File: src/rtl/cpu_ctrl_pkg.sv
// Shared encodings for the ARM multicycle controller: FSM states, instruction
// fields, condition codes and datapath mux/ALU selects.
package cpu_ctrl_pkg;

    typedef logic [3:0] state_t;

    localparam state_t S_FETCH  = 4'd0;
    localparam state_t S_DECODE = 4'd1;
    localparam state_t S_MEMADR = 4'd2;
    localparam state_t S_MEMRD  = 4'd3;
    localparam state_t S_MEMWB  = 4'd4;
    localparam state_t S_MEMWR  = 4'd5;
    localparam state_t S_EXECR  = 4'd6;
    localparam state_t S_EXECI  = 4'd7;
    localparam state_t S_ALUWB  = 4'd8;
    localparam state_t S_BRANCH = 4'd9;

    localparam logic [1:0] OP_DP    = 2'b00;
    localparam logic [1:0] OP_MEM   = 2'b01;
    localparam logic [1:0] OP_BR    = 2'b10;
    localparam logic [1:0] OP_UNDEF = 2'b11;

    localparam logic [3:0] CMD_AND = 4'b0000;
    localparam logic [3:0] CMD_SUB = 4'b0010;
    localparam logic [3:0] CMD_ADD = 4'b0100;
    localparam logic [3:0] CMD_CMP = 4'b1010;
    localparam logic [3:0] CMD_ORR = 4'b1100;

    localparam logic [3:0] COND_EQ = 4'b0000;
    localparam logic [3:0] COND_NE = 4'b0001;
    localparam logic [3:0] COND_CS = 4'b0010;
    localparam logic [3:0] COND_CC = 4'b0011;
    localparam logic [3:0] COND_MI = 4'b0100;
    localparam logic [3:0] COND_PL = 4'b0101;
    localparam logic [3:0] COND_VS = 4'b0110;
    localparam logic [3:0] COND_VC = 4'b0111;
    localparam logic [3:0] COND_HI = 4'b1000;
    localparam logic [3:0] COND_LS = 4'b1001;
    localparam logic [3:0] COND_GE = 4'b1010;
    localparam logic [3:0] COND_LT = 4'b1011;
    localparam logic [3:0] COND_GT = 4'b1100;
    localparam logic [3:0] COND_LE = 4'b1101;
    localparam logic [3:0] COND_AL = 4'b1110;
    localparam logic [3:0] COND_NV = 4'b1111;

    localparam logic [1:0] ALU_ADD = 2'b00;
    localparam logic [1:0] ALU_SUB = 2'b01;
    localparam logic [1:0] ALU_AND = 2'b10;
    localparam logic [1:0] ALU_ORR = 2'b11;

    localparam logic [1:0] SRCB_REG  = 2'b00;
    localparam logic [1:0] SRCB_IMM  = 2'b01;
    localparam logic [1:0] SRCB_FOUR = 2'b10;

    localparam logic [1:0] RES_ALUOUT = 2'b00;
    localparam logic [1:0] RES_RDATA  = 2'b01;
    localparam logic [1:0] RES_ALU    = 2'b10;

    // Unsupported commands fall back to ADD so the datapath always sees a legal op.
    function automatic logic [1:0] cmd_to_alu(input logic [3:0] cmd);
        case (cmd)
            CMD_ADD:          return ALU_ADD;
            CMD_SUB, CMD_CMP: return ALU_SUB;
            CMD_AND:          return ALU_AND;
            CMD_ORR:          return ALU_ORR;
            default:          return ALU_ADD;
        endcase
    endfunction

endpackage

File: src/rtl/cond_check.sv
// ARM condition-field evaluation against the stored {N,Z,C,V} flags.
module cond_check
    import cpu_ctrl_pkg::*;
(
    input  logic [3:0] cond,
    input  logic [3:0] flags,
    output logic       condex
);

    logic n, z, c, v;

    assign {n, z, c, v} = flags;

    always_comb begin
        condex = 1'b0;
        case (cond)
            COND_EQ: condex = z;
            COND_NE: condex = ~z;
            COND_CS: condex = c;
            COND_CC: condex = ~c;
            COND_MI: condex = n;
            COND_PL: condex = ~n;
            COND_VS: condex = v;
            COND_VC: condex = ~v;
            COND_HI: condex = c & ~z;
            COND_LS: condex = ~c | z;
            COND_GE: condex = (n == v);
            COND_LT: condex = (n != v);
            COND_GT: condex = ~z & (n == v);
            COND_LE: condex = z | (n != v);
            COND_AL: condex = 1'b1;
            default: condex = 1'b0;
        endcase
    end

endmodule

File: src/rtl/multicycle_ctrl.sv
// Multicycle ARM control unit: main FSM, NZCV flag register and
// conditional gating of every architectural write enable.
module multicycle_ctrl
    import cpu_ctrl_pkg::*;
(
    input  logic       clk,
    input  logic       reset,
    input  logic [1:0] op,
    input  logic [5:0] funct,
    input  logic [3:0] cond,
    input  logic [3:0] rd,
    input  logic [3:0] aluflags,
    output logic       pcwrite,
    output logic       irwrite,
    output logic       regwrite,
    output logic       memwrite,
    output logic       adrsrc,
    output logic       alusrca,
    output logic [1:0] alusrcb,
    output logic [1:0] resultsrc,
    output logic [1:0] alucontrol
);

    state_t     state, next_state;
    logic [3:0] nzcv;
    logic       condex;
    logic       pcw, irw, rgw, mmw;
    logic       wb_to_pc;

    cond_check u_cond_check (
        .cond   (cond),
        .flags  (nzcv),
        .condex (condex)
    );

    always_ff @(posedge clk or posedge reset) begin
        if (reset) state <= S_FETCH;
        else       state <= next_state;
    end

    // Flags only change when a flag-setting DP instruction actually executes.
    always_ff @(posedge clk or posedge reset) begin
        if (reset)
            nzcv <= 4'b0000;
        else if ((state == S_EXECR || state == S_EXECI) && funct[0] && condex)
            nzcv <= aluflags;
    end

    always_comb begin
        next_state = S_FETCH;
        case (state)
            S_FETCH:  next_state = S_DECODE;
            S_DECODE: begin
                case (op)
                    OP_MEM:  next_state = S_MEMADR;
                    OP_DP:   next_state = funct[5] ? S_EXECI : S_EXECR;
                    OP_BR:   next_state = S_BRANCH;
                    default: next_state = S_FETCH;
                endcase
            end
            S_MEMADR: next_state = funct[0] ? S_MEMRD : S_MEMWR;
            S_MEMRD:  next_state = S_MEMWB;
            S_EXECR,
            S_EXECI:  next_state = S_ALUWB;
            default:  next_state = S_FETCH;
        endcase
    end

    assign wb_to_pc = (rd == 4'd15);

    always_comb begin
        pcw        = 1'b0;
        irw        = 1'b0;
        rgw        = 1'b0;
        mmw        = 1'b0;
        adrsrc     = 1'b0;
        alusrca    = 1'b0;
        alusrcb    = SRCB_REG;
        resultsrc  = RES_ALUOUT;
        alucontrol = ALU_ADD;
        case (state)
            S_FETCH: begin
                irw       = 1'b1;
                pcw       = 1'b1;
                alusrca   = 1'b1;
                alusrcb   = SRCB_FOUR;
                resultsrc = RES_ALU;
            end
            S_DECODE: begin
                alusrca = 1'b1;
                alusrcb = SRCB_FOUR;
            end
            S_MEMADR: alusrcb = SRCB_IMM;
            S_MEMRD:  adrsrc  = 1'b1;
            S_MEMWR: begin
                adrsrc = 1'b1;
                mmw    = condex;
            end
            S_MEMWB: begin
                resultsrc = RES_RDATA;
                pcw       = condex & wb_to_pc;
                rgw       = condex & ~wb_to_pc;
            end
            S_EXECR: alucontrol = cmd_to_alu(funct[4:1]);
            S_EXECI: begin
                alusrcb    = SRCB_IMM;
                alucontrol = cmd_to_alu(funct[4:1]);
            end
            S_ALUWB: begin
                pcw = condex & wb_to_pc;
                rgw = condex & ~wb_to_pc & (funct[4:1] != CMD_CMP);
            end
            S_BRANCH: begin
                alusrcb   = SRCB_IMM;
                resultsrc = RES_ALU;
                pcw       = condex;
            end
            default: ;
        endcase
    end

    // Reset holds the FSM in FETCH; masking here keeps FETCH's enables quiet too.
    assign pcwrite  = pcw & ~reset;
    assign irwrite  = irw & ~reset;
    assign regwrite = rgw & ~reset;
    assign memwrite = mmw & ~reset;

endmodule

File: config.mk
export PLATFORM = sky130hd
export DESIGN_NAME = multicycle_ctrl
export DESIGN_NICKNAME = d
export VERILOG_FILES = /design/src/rtl/cpu_ctrl_pkg.sv /design/src/rtl/cond_check.sv /design/src/rtl/multicycle_ctrl.sv
export SDC_FILE = /design/constraint.sdc
export NUM_CORES = 1
export LEC_CHECK = 0
export ABC_AREA = 1
export CAP_MARGIN = 20
export CORE_MARGIN = 2
export CORE_UTILIZATION = 50
export CTS_CLUSTER_DIAMETER = 80
export DETAILED_ROUTE_END_ITERATION = 12
export DONT_BUFFER_PORTS = 1
export SLEW_MARGIN = 20
export SYNTH_ARGS = -nofsm -noshare
export SYNTH_HDL_FRONTEND = slang
export SYNTH_SLANG_ARGS = --single-unit
File: constraint.sdc
create_clock -name clk -period 1.48 [get_ports clk]
set_clock_uncertainty 0.1 [all_clocks]
set_input_delay 0 -clock clk [delete_from_list [all_inputs] [get_ports clk]]
set_output_delay 0 -clock clk [all_outputs]
set_load 0.01 [all_outputs]
==> tab_implementation.tex, run 1 <==
\begin{tabular}{lr}
\hline
Metric & Value \\
\hline
\multicolumn{2}{l}{\textbf{Yosys}} \\
\quad Syn Nets & 150 \\
\quad Most instantiated library cell after synthesis & nand2\_1 \\
\quad Cell type contributing the most total cell area after synthesis & dfrtp\_1 \\
\quad Sequential-to-total area share from yosys stat & 26.4\% \\
\quad Gate Count Post-Synth & 128 \\
\quad Number of enable flip-flop cells after synthesis & 0 \\
\quad Fraction of registers with async set/reset & 100\% \\
\quad Post-synthesis register bit count & 8 \\
\quad Post-synth design cell area & 757 um2 \\
\quad Synth Area in Simple Gates & 51.6\% \\
\quad Synth warnings & 0 \\
\quad Fraction of the mapped netlist area in compound gates & 12.1\% \\
\quad Synth cell types & 24 \\
\quad Mean cell area of the mapped netlist & 5.91 um2 \\
\quad Fraction of synthesized area in multiplexers & 0\% \\
\quad Fraction of synthesized cell area in xor and xnor cells & 0\% \\
\quad Commonest register cell after synthesis & dfrtp\_1 \\
\quad Combinational family with the most area after synthesis & simple AND/OR/NAND/NOR gates \\
\quad Fraction of synthesized cell area taken by the top area cell type & 26.4\% \\
\quad Cell types with the highest counts after synthesis & nand2\_1 (39), inv\_1 (19), nand3\_1 (18), nor2\_1 (18), dfrtp\_1 (8) \\
\quad Adder-cell area share of the yosys netlist & 0\% \\
\quad Top post-synthesis cells by area & dfrtp\_1 (26\%), nand2\_1 (19\%), nand3\_1 (12\%), inv\_1 (9.4\%), nor2\_1 (8.9\%) \\
\multicolumn{2}{l}{\textbf{Drt}} \\
\quad Final antenna-violating net count & 0 \\
\quad DRC errors left & 0 \\
\quad Average routed wire per standard cell & 12.8 um \\
\quad First DRT Iteration DRCs & 16 \\
\quad Vias after detailed routing & 949 \\
\quad First drt pass iteration count & 4 \\
\quad Number of vias per cell after detailed routing & 5.55 \\
\quad Routed wire length & 2180 um \\
\multicolumn{2}{l}{\textbf{Die}} \\
\quad Initial Util & 52.1\% \\
\quad Vertical die dimension & 42.9 um \\
\quad Core Rows & 14 \\
\quad Die span in x & 42.9 um \\
\quad I/O pin total & 34 \\
\quad Area of the core region & 0.00145 mm2 \\
\quad Die area & 0.00184 mm2 \\
\multicolumn{2}{l}{\textbf{Global route}} \\
\quad Total Routing Usage GR & 23.3\% \\
\quad Number of antenna violations at the first check in global routing & 0 \\
\quad First-pass GRT wire length & 3260 um \\
\quad Residual overflow from global routing & 0 \\
\quad Maximum number of pins on one net before global-route repair & 9 \\
\quad Vias in the first global route & 822 \\
\multicolumn{2}{l}{\textbf{Power}} \\
\quad Power per standard cell area & 1620 mW/mm2 \\
\quad Leak Pwr & 0.567 nW \\
\quad Largest vdd supply drop & 1.00 mV \\
\quad Power, Total & 1.80 mW \\
\multicolumn{2}{l}{\textbf{Status}} \\
\quad Violations in the final reports & negative setup slack \\
\quad Status & finished with violations \\
\multicolumn{2}{l}{\textbf{Worst setup path}} \\
\quad Required @ worst endpoint & 1.57 ns \\
\quad Kind of start point of the critical path & register \\
\quad Gate family responsible for the most delay along the worst path & simple AND/OR/NAND/NOR gates \\
\quad Worst R2R Path Depth & 12 \\
\quad Slowest stage cell, crit path & dfrtp\_1 \\
\quad Largest fanout of any net on the critical path & 5 \\
\quad Number of cells on the critical path & 12 \\
\quad Data arrival at the endpoint of the critical path & 1.68 ns \\
\quad Kind of capture point of the worst setup path & register \\
\quad Worst Path Buf+Inv & 3 \\
\quad CP max stage delay & 0.42 ns \\
\quad Worst path cell trace & inv\_2, buf\_4, nand2\_1, nand2\_1, nand2\_1, nand2\_2, nor2\_4, nand2\_4, buf\_6, nand2\_4, nand2\_2, nand2\_2 \\
\quad Critical path class & register to register \\
\multicolumn{2}{l}{\textbf{Clock tree}} \\
\quad Clock tree from TritonCTS & built \\
\quad Htree depth & 1 \\
\quad Buffer cell driving the clock tree root & clkbuf\_4 \\
\quad Clock latency on the worst-skew pair & 0.25 ns \\
\quad Post-CTS clock slew at the launch and capture registers of the worst setup and hold paths & 0.05 ns \\
\quad Inserted Clock Buffers & 3 \\
\quad Max clock buf depth & 2 \\
\quad TritonCTS sink count & 8 \\
\multicolumn{2}{l}{\textbf{Timing}} \\
\quad Final hold slack & 0.0534 ns \\
\quad Final hold violation count & 0 \\
\quad Setup TNS after final layout & -0.695 ns \\
\quad Pin slew with the least headroom to its limit & 0.374 ns \\
\quad Max\_slew headroom & 74.8\% \\
\quad Post-layout minimum cycle time & 1.59 ns \\
\quad Fin. max-slew vios & 0 \\
\quad Final critical-path share of the clock period & 108\% \\
\quad Final number of setup-violating endpoints & 7 \\
\quad Final worst-path setup slack & -0.114 ns \\
\quad Upper clock frequency limit & 628 MHz \\
\quad Setup repair after global routing missed its margin & yes \\
\multicolumn{2}{l}{\textbf{Layout}} \\
\quad Antenna cells & 0 \\
\quad Final nets & 179 \\
\quad Final standard cell utilization of the core & 76.9\% \\
\quad Area growth from synthesis to final layout & 47.6\% \\
\quad Number of fill cells & 105 \\
\quad Fraction of layout instances using a drive strength above 1 & 34.8\% \\
\multicolumn{2}{l}{\textbf{Placed design}} \\
\quad DPL Wire Length & 1410 um \\
\quad Port-buffer cells & 0 \\
\quad Final estimated routing congestion in global placement & 0.809 \\
\multicolumn{2}{l}{\textbf{Job}} \\
\quad Max Cap Viol & 0 \\
\multicolumn{2}{l}{\textbf{Hold path}} \\
\quad Worst hold path type & primary input to primary output \\
\quad Count of cells along the worst hold path & 2 \\
\hline
\end{tabular}
-- layer usage --
| layer | part of all wire (%) | track usage (%) |
|---|---|---|
| met5 | 0 | 0 |
| met4 | 0.73 | 7.50 |
| met3 | 8.8 | 4.26 |
| met2 | 52 | 41.5 |
| met1 | 39 | 27.9 |
-- stage by stage --
step           instance area [um2]  setup WS (ns)  instances
6_report                      1120         -0.114        171
5_1_grt                       1120         -0.187        171
4_1_cts                       1020        -0.0427        166
3_5_place_dp                   807         0.0704        148
3_3_place_gp                   807          0.100        148
2_1_floorplan                  757          0.140        128
-- worst reg2reg max path: cells and delay by family, from the launching register on --
kind	cells	cell delay (ns)
buffers and inverters	3	0.35
DFF	1	0.42
and+or+nand+nor	9	0.66
-- worst paths after layout --
path / from / endpoint / slack [ns]
worst max-delay path: nzcv[0]$_DFFE_PP0P_ / nzcv[0]$_DFFE_PP0P_ / -0.11
worst min-delay path: funct[1] / alucontrol[1] / 0.05
worst max register to register: nzcv[0]$_DFFE_PP0P_ / nzcv[0]$_DFFE_PP0P_ / -0.11
worst min register to register: nzcv[0]$_DFFE_PP0P_ / nzcv[0]$_DFFE_PP0P_ / 0.50
max in group asynchronous: reset / state[1]$_DFF_PP0_ / 0.83
min in group asynchronous: reset / state[2]$_DFF_PP0_ / 0.17
-- layout make-up --
| type | instances | area, um2 | share of cell area [%] |
|---|---|---|---|
| Multi-Input combinational cell | 100 | 587 | 52.5 |
| Clock buffer | 3 | 22.5 | 2.02 |
| Timing Repair Buffer | 24 | 209 | 18.7 |
| Sequential cell | 8 | 204 | 18.3 |
| Inverter | 20 | 75.1 | 6.72 |
| Tap cell | 16 | 20.0 | 1.79 |
-- registers in the layout, summed over array words and instances, names as in the netlist --
name and cells:
nzcv 4, state 4
-- cells in the final DEF (no fill, tap or decap), types with 2 or more instances in the layout --
| master | Yosys | final |
|---|---|---|
| dfrtp_1 | 8 | 5 |
| nor2_2 | 2 | 5 |
| nand2_1 | 39 | 31 |
| nand2_2 | 2 | 8 |
| nand3_1 | 18 | 15 |
| nor3_1 | 3 | 3 |
| dfrtp_2 | 0 | 3 |
| inv_1 | 19 | 15 |
| buf_4 | 0 | 13 |
| nor2_4 | 1 | 4 |
| inv_2 | 1 | 5 |
| nor2_1 | 18 | 12 |
| nand2_4 | 2 | 4 |
| dlygate4sd3_1 | 0 | 10 |
| clkbuf_4 | 0 | 3 |
| o21ai_1 | 2 | 2 |
| nand3_2 | 0 | 2 |
-- what timing repair did --
action	in CTS	in global routing
pin swaps	8	6
setup buffers	5	5
gates resized for setup	18	17
hold buffers	10	0
endpoints found under the setup margin	4	12
hold endpoints to repair	17	0
-- where the power goes --
group	switching (mW)	total, mW	internal, mW
Sequential	0.127	0.443	0.316
Combinational	0.700	1.20	0.501
Clock	0.0685	0.161	0.0924
-- cells by family (layout without fill, tap and decap cells) --
group / Yosys count / count (layout)
buffers and inverters: 20 / 47
AOI/OAI and AO/OA: 13 / 13
DFF: 8 / 8
and+or+nand+nor: 87 / 87
No activity file was read; power rests on OpenSTA's default activity.
==> run 2: changes to the inputs <==
==> constraint.sdc (replaced) <==
create_clock -name clk -period 1.48 [get_ports clk]
set_clock_uncertainty 0.1 [all_clocks]
set_input_delay 0.444 -clock clk [delete_from_list [all_inputs] [get_ports clk]]
set_output_delay 0.444 -clock clk [all_outputs]
set_load 0.01 [all_outputs]
==> tab_implementation.tex, run 2 (synthesis results as in run 1) <==
\begin{tabular}{lr}
\hline
Metric & Value \\
\hline
\multicolumn{2}{l}{\textbf{Layout}} \\
\quad Most common library cell in the layout ignoring fill and taps & nand2\_1 \\
\quad Antenna cells & 0 (unchanged) \\
\quad Area growth from synthesis to final layout & 83.5\% \\
\quad Post-Layout Inst Area & 0.00139 mm2 (+24\%) \\
\quad Fraction of layout instances using a drive strength above 1 & 59.0\% (+24 points) \\
\quad Top library cells by usage in the layout, fill and taps aside & nand2\_1 (24), buf\_4 (22), buf\_6 (13) \\
\quad Final nets & 190 (+6.1\%) \\
\quad Non-filler instance count after layout & 182 (+6.4\%) \\
\quad Leading registers by flop count & nzcv: 4 flops, state: 4 flops \\
\quad Final standard cell utilization of the core & 95.5\% (+19 points) \\
\multicolumn{2}{l}{\textbf{Drt}} \\
\quad First DRT Iteration DRCs & 50 (+34) \\
\quad Number of vias per cell after detailed routing & 6.28 (+13\%) \\
\quad Average routed wire per standard cell & 20.0 um (+57\%) \\
\quad Routed wire length & 3640 um (+67\%) \\
\quad Final antenna-violating net count & 0 (unchanged) \\
\quad First drt pass iteration count & 4 (unchanged) \\
\quad Vias after detailed routing & 1,143 (+20\%) \\
\quad DRC errors left & 0 (unchanged) \\
\multicolumn{2}{l}{\textbf{Power}} \\
\quad Power, Total & 2.93 mW (+62\%) \\
\quad Largest vdd supply drop & 1.73 mV (+72\%) \\
\quad Power per standard cell area & 2110 mW/mm2 (+30\%) \\
\quad Leak Pwr & 0.680 nW (+20\%) \\
\multicolumn{2}{l}{\textbf{Timing}} \\
\quad Final hold violation count & 0 (unchanged) \\
\quad Final worst-path setup slack & -0.597 ns (-0.484 ns) \\
\quad Setup TNS after final layout & -5.03 ns (-4.34 ns) \\
\quad Final critical-path share of the clock period & 140\% (+33 points) \\
\quad Max\_slew headroom & 77.6\% (+2.8 points) \\
\quad Post-layout minimum cycle time & 2.08 ns (+0.484 ns) \\
\quad Setup repair after global routing missed its margin & yes \\
\quad Upper clock frequency limit & 481 MHz (-23\%) \\
\quad Final hold slack & 0.0520 ns (-0.00136 ns) \\
\quad Final number of setup-violating endpoints & 16 (+9) \\
\quad Pin slew with the least headroom to its limit & 0.336 ns (-0.0375 ns) \\
\quad Fin. max-slew vios & 0 (unchanged) \\
\multicolumn{2}{l}{\textbf{Global route}} \\
\quad Number of antenna violations at the first check in global routing & 0 (unchanged) \\
\quad Vias in the first global route & 932 (+13\%) \\
\quad Residual overflow from global routing & 0 (unchanged) \\
\quad First-pass GRT wire length & 4110 um (+26\%) \\
\quad Total Routing Usage GR & 29.6\% (+6.3 points) \\
\quad Maximum number of pins on one net before global-route repair & 9 (unchanged) \\
\multicolumn{2}{l}{\textbf{Clock tree}} \\
\quad Htree depth & 1 (unchanged) \\
\quad Max clock buf depth & 2 (unchanged) \\
\quad Post-CTS clock slew at the launch and capture registers of the worst setup and hold paths & 0.06 ns (about the same) \\
\quad Buffer cell driving the clock tree root & clkbuf\_4 \\
\quad TritonCTS sink count & 8 (unchanged) \\
\quad Clock tree from TritonCTS & built \\
\quad Inserted Clock Buffers & 3 (unchanged) \\
\quad Clock latency on the worst-skew pair & 0.26 ns (about the same) \\
\multicolumn{2}{l}{\textbf{Worst setup path}} \\
\quad Slowest stage cell, crit path & dfrtp\_1 \\
\quad Kind of start point of the critical path & register \\
\quad Data arrival at the endpoint of the critical path & 1.53 ns (-0.15 ns) \\
\quad Critical path class & register to primary output \\
\quad Required @ worst endpoint & 0.94 ns (-0.63 ns) \\
\quad CP max stage delay & 0.42 ns (about the same) \\
\quad Worst path cell trace & inv\_2, nand2\_2, nand3\_2, nand2\_1, nand2\_1, nand2\_2, nor2\_4, nand3\_1, nand2\_1, inv\_2 \\
\quad Worst R2R Path Depth & 10 (-2) \\
\quad Worst r2r dst & nzcv[2]\$\_DFFE\_PP0P\_ \\
\quad Largest fanout of any net on the critical path & 4 (-1) \\
\quad Number of cells on the critical path & 10 (-2) \\
\quad RR Startpoint & state[2]\$\_DFF\_PP0\_ \\
\quad Slack of the worst reg-to-reg path & -0.13 ns (-0.02 ns) \\
\quad Gate family responsible for the most delay along the worst path & simple AND/OR/NAND/NOR gates \\
\quad Endpoint of the most critical setup path & pcwrite \\
\quad Kind of capture point of the worst setup path & primary output \\
\quad Worst Path Buf+Inv & 2 (-1) \\
\quad Worst path most repeated cell & nand2\_1 \\
\quad Critical path startpoint & nzcv[0]\$\_DFFE\_PP0P\_ \\
\multicolumn{2}{l}{\textbf{Die}} \\
\quad I/O pin total & 34 (unchanged) \\
\quad Initial Util & 52.1\% (unchanged) \\
\quad Area of the core region & 0.00145 mm2 (unchanged) \\
\quad Die span in x & 42.9 um (unchanged) \\
\quad Die area & 0.00184 mm2 (unchanged) \\
\quad Vertical die dimension & 42.9 um (unchanged) \\
\quad Core Rows & 14 (unchanged) \\
\multicolumn{2}{l}{\textbf{Placed design}} \\
\quad Final estimated routing congestion in global placement & 0.939 (+16\%) \\
\quad Worst slack, placed & -0.291 ns (-0.362 ns) \\
\quad Placed standard-cell area & 0.00106 mm2 (+31\%) \\
\quad Total placed cells including tap cells & 170 (+15\%) \\
\quad Port-buffer cells & 0 (unchanged) \\
\quad DPL Wire Length & 1660 um (+18\%) \\
\multicolumn{2}{l}{\textbf{Status}} \\
\quad Violations in the final reports & negative setup slack \\
\quad Status & finished with violations \\
\multicolumn{2}{l}{\textbf{Job}} \\
\quad Max Cap Viol & 0 (unchanged) \\
\multicolumn{2}{l}{\textbf{Hold path}} \\
\quad Worst hold path type & primary input to async pin \\
\hline
\end{tabular}
run 2: cell count changes in the layout (fill, tap and decap cells not counted), sizes merged:
cell         delta
buf            +21
dlygate4sd3    -10
run 2: layout make-up:
cell class / instances / area [um2]
multi-input combinational: 100 / 751
inverter: 20 / 80.1
fill: 36 / 65.1
clock buffer: 3 / 22.5
timing repair buffer: 35 / 312
sequential: 8 / 204
tap: 16 / 20.0
run 2: worst min path at each step:
stage	start	endpoint	slack (ns)	depth (start not counted)
3_3_place_gp	reset	state[1]$_DFF_PP0_	0.31	2
4_1_cts	reset	state[3]$_DFF_PP0_	0.05	2
5_1_grt	reset	nzcv[2]$_DFFE_PP0P_	0.08	2
6_report	reset	nzcv[2]$_DFFE_PP0P_	0.05	2
3_5_place_dp	reset	nzcv[2]$_DFFE_PP0P_	0.32	2
2_1_floorplan	reset	nzcv[0]$_DFFE_PP0P_	0.20	1
run 2: timing repair:
action / in CTS / in global routing
pin swaps: 14 / 15
hold buffers: 0 / 0
setup buffers: 4 / 10
resized for setup: 42 / 24
endpoints found under the hold margin: 0 / 0
endpoints found under the setup margin: 16 / 18
run 2: report_power, final:
part	switching [mW]	internal, mW	leakage (nW)
clock	0.0838	0.0935	0.0138
sequential	0.152	0.316	0.102
combinational	1.20	1.08	0.565
run 2: routing by layer:
layer / global-route usage (%) / routed length [um] / up-vias
met3: 7.66 / 292 / 27
met1: 33.2 / 1280 / 540
li1: - / - / 488
met5: 0 / 0 / -
met4: 8.13 / 196 / 0
met2: 54.2 / 1870 / 88
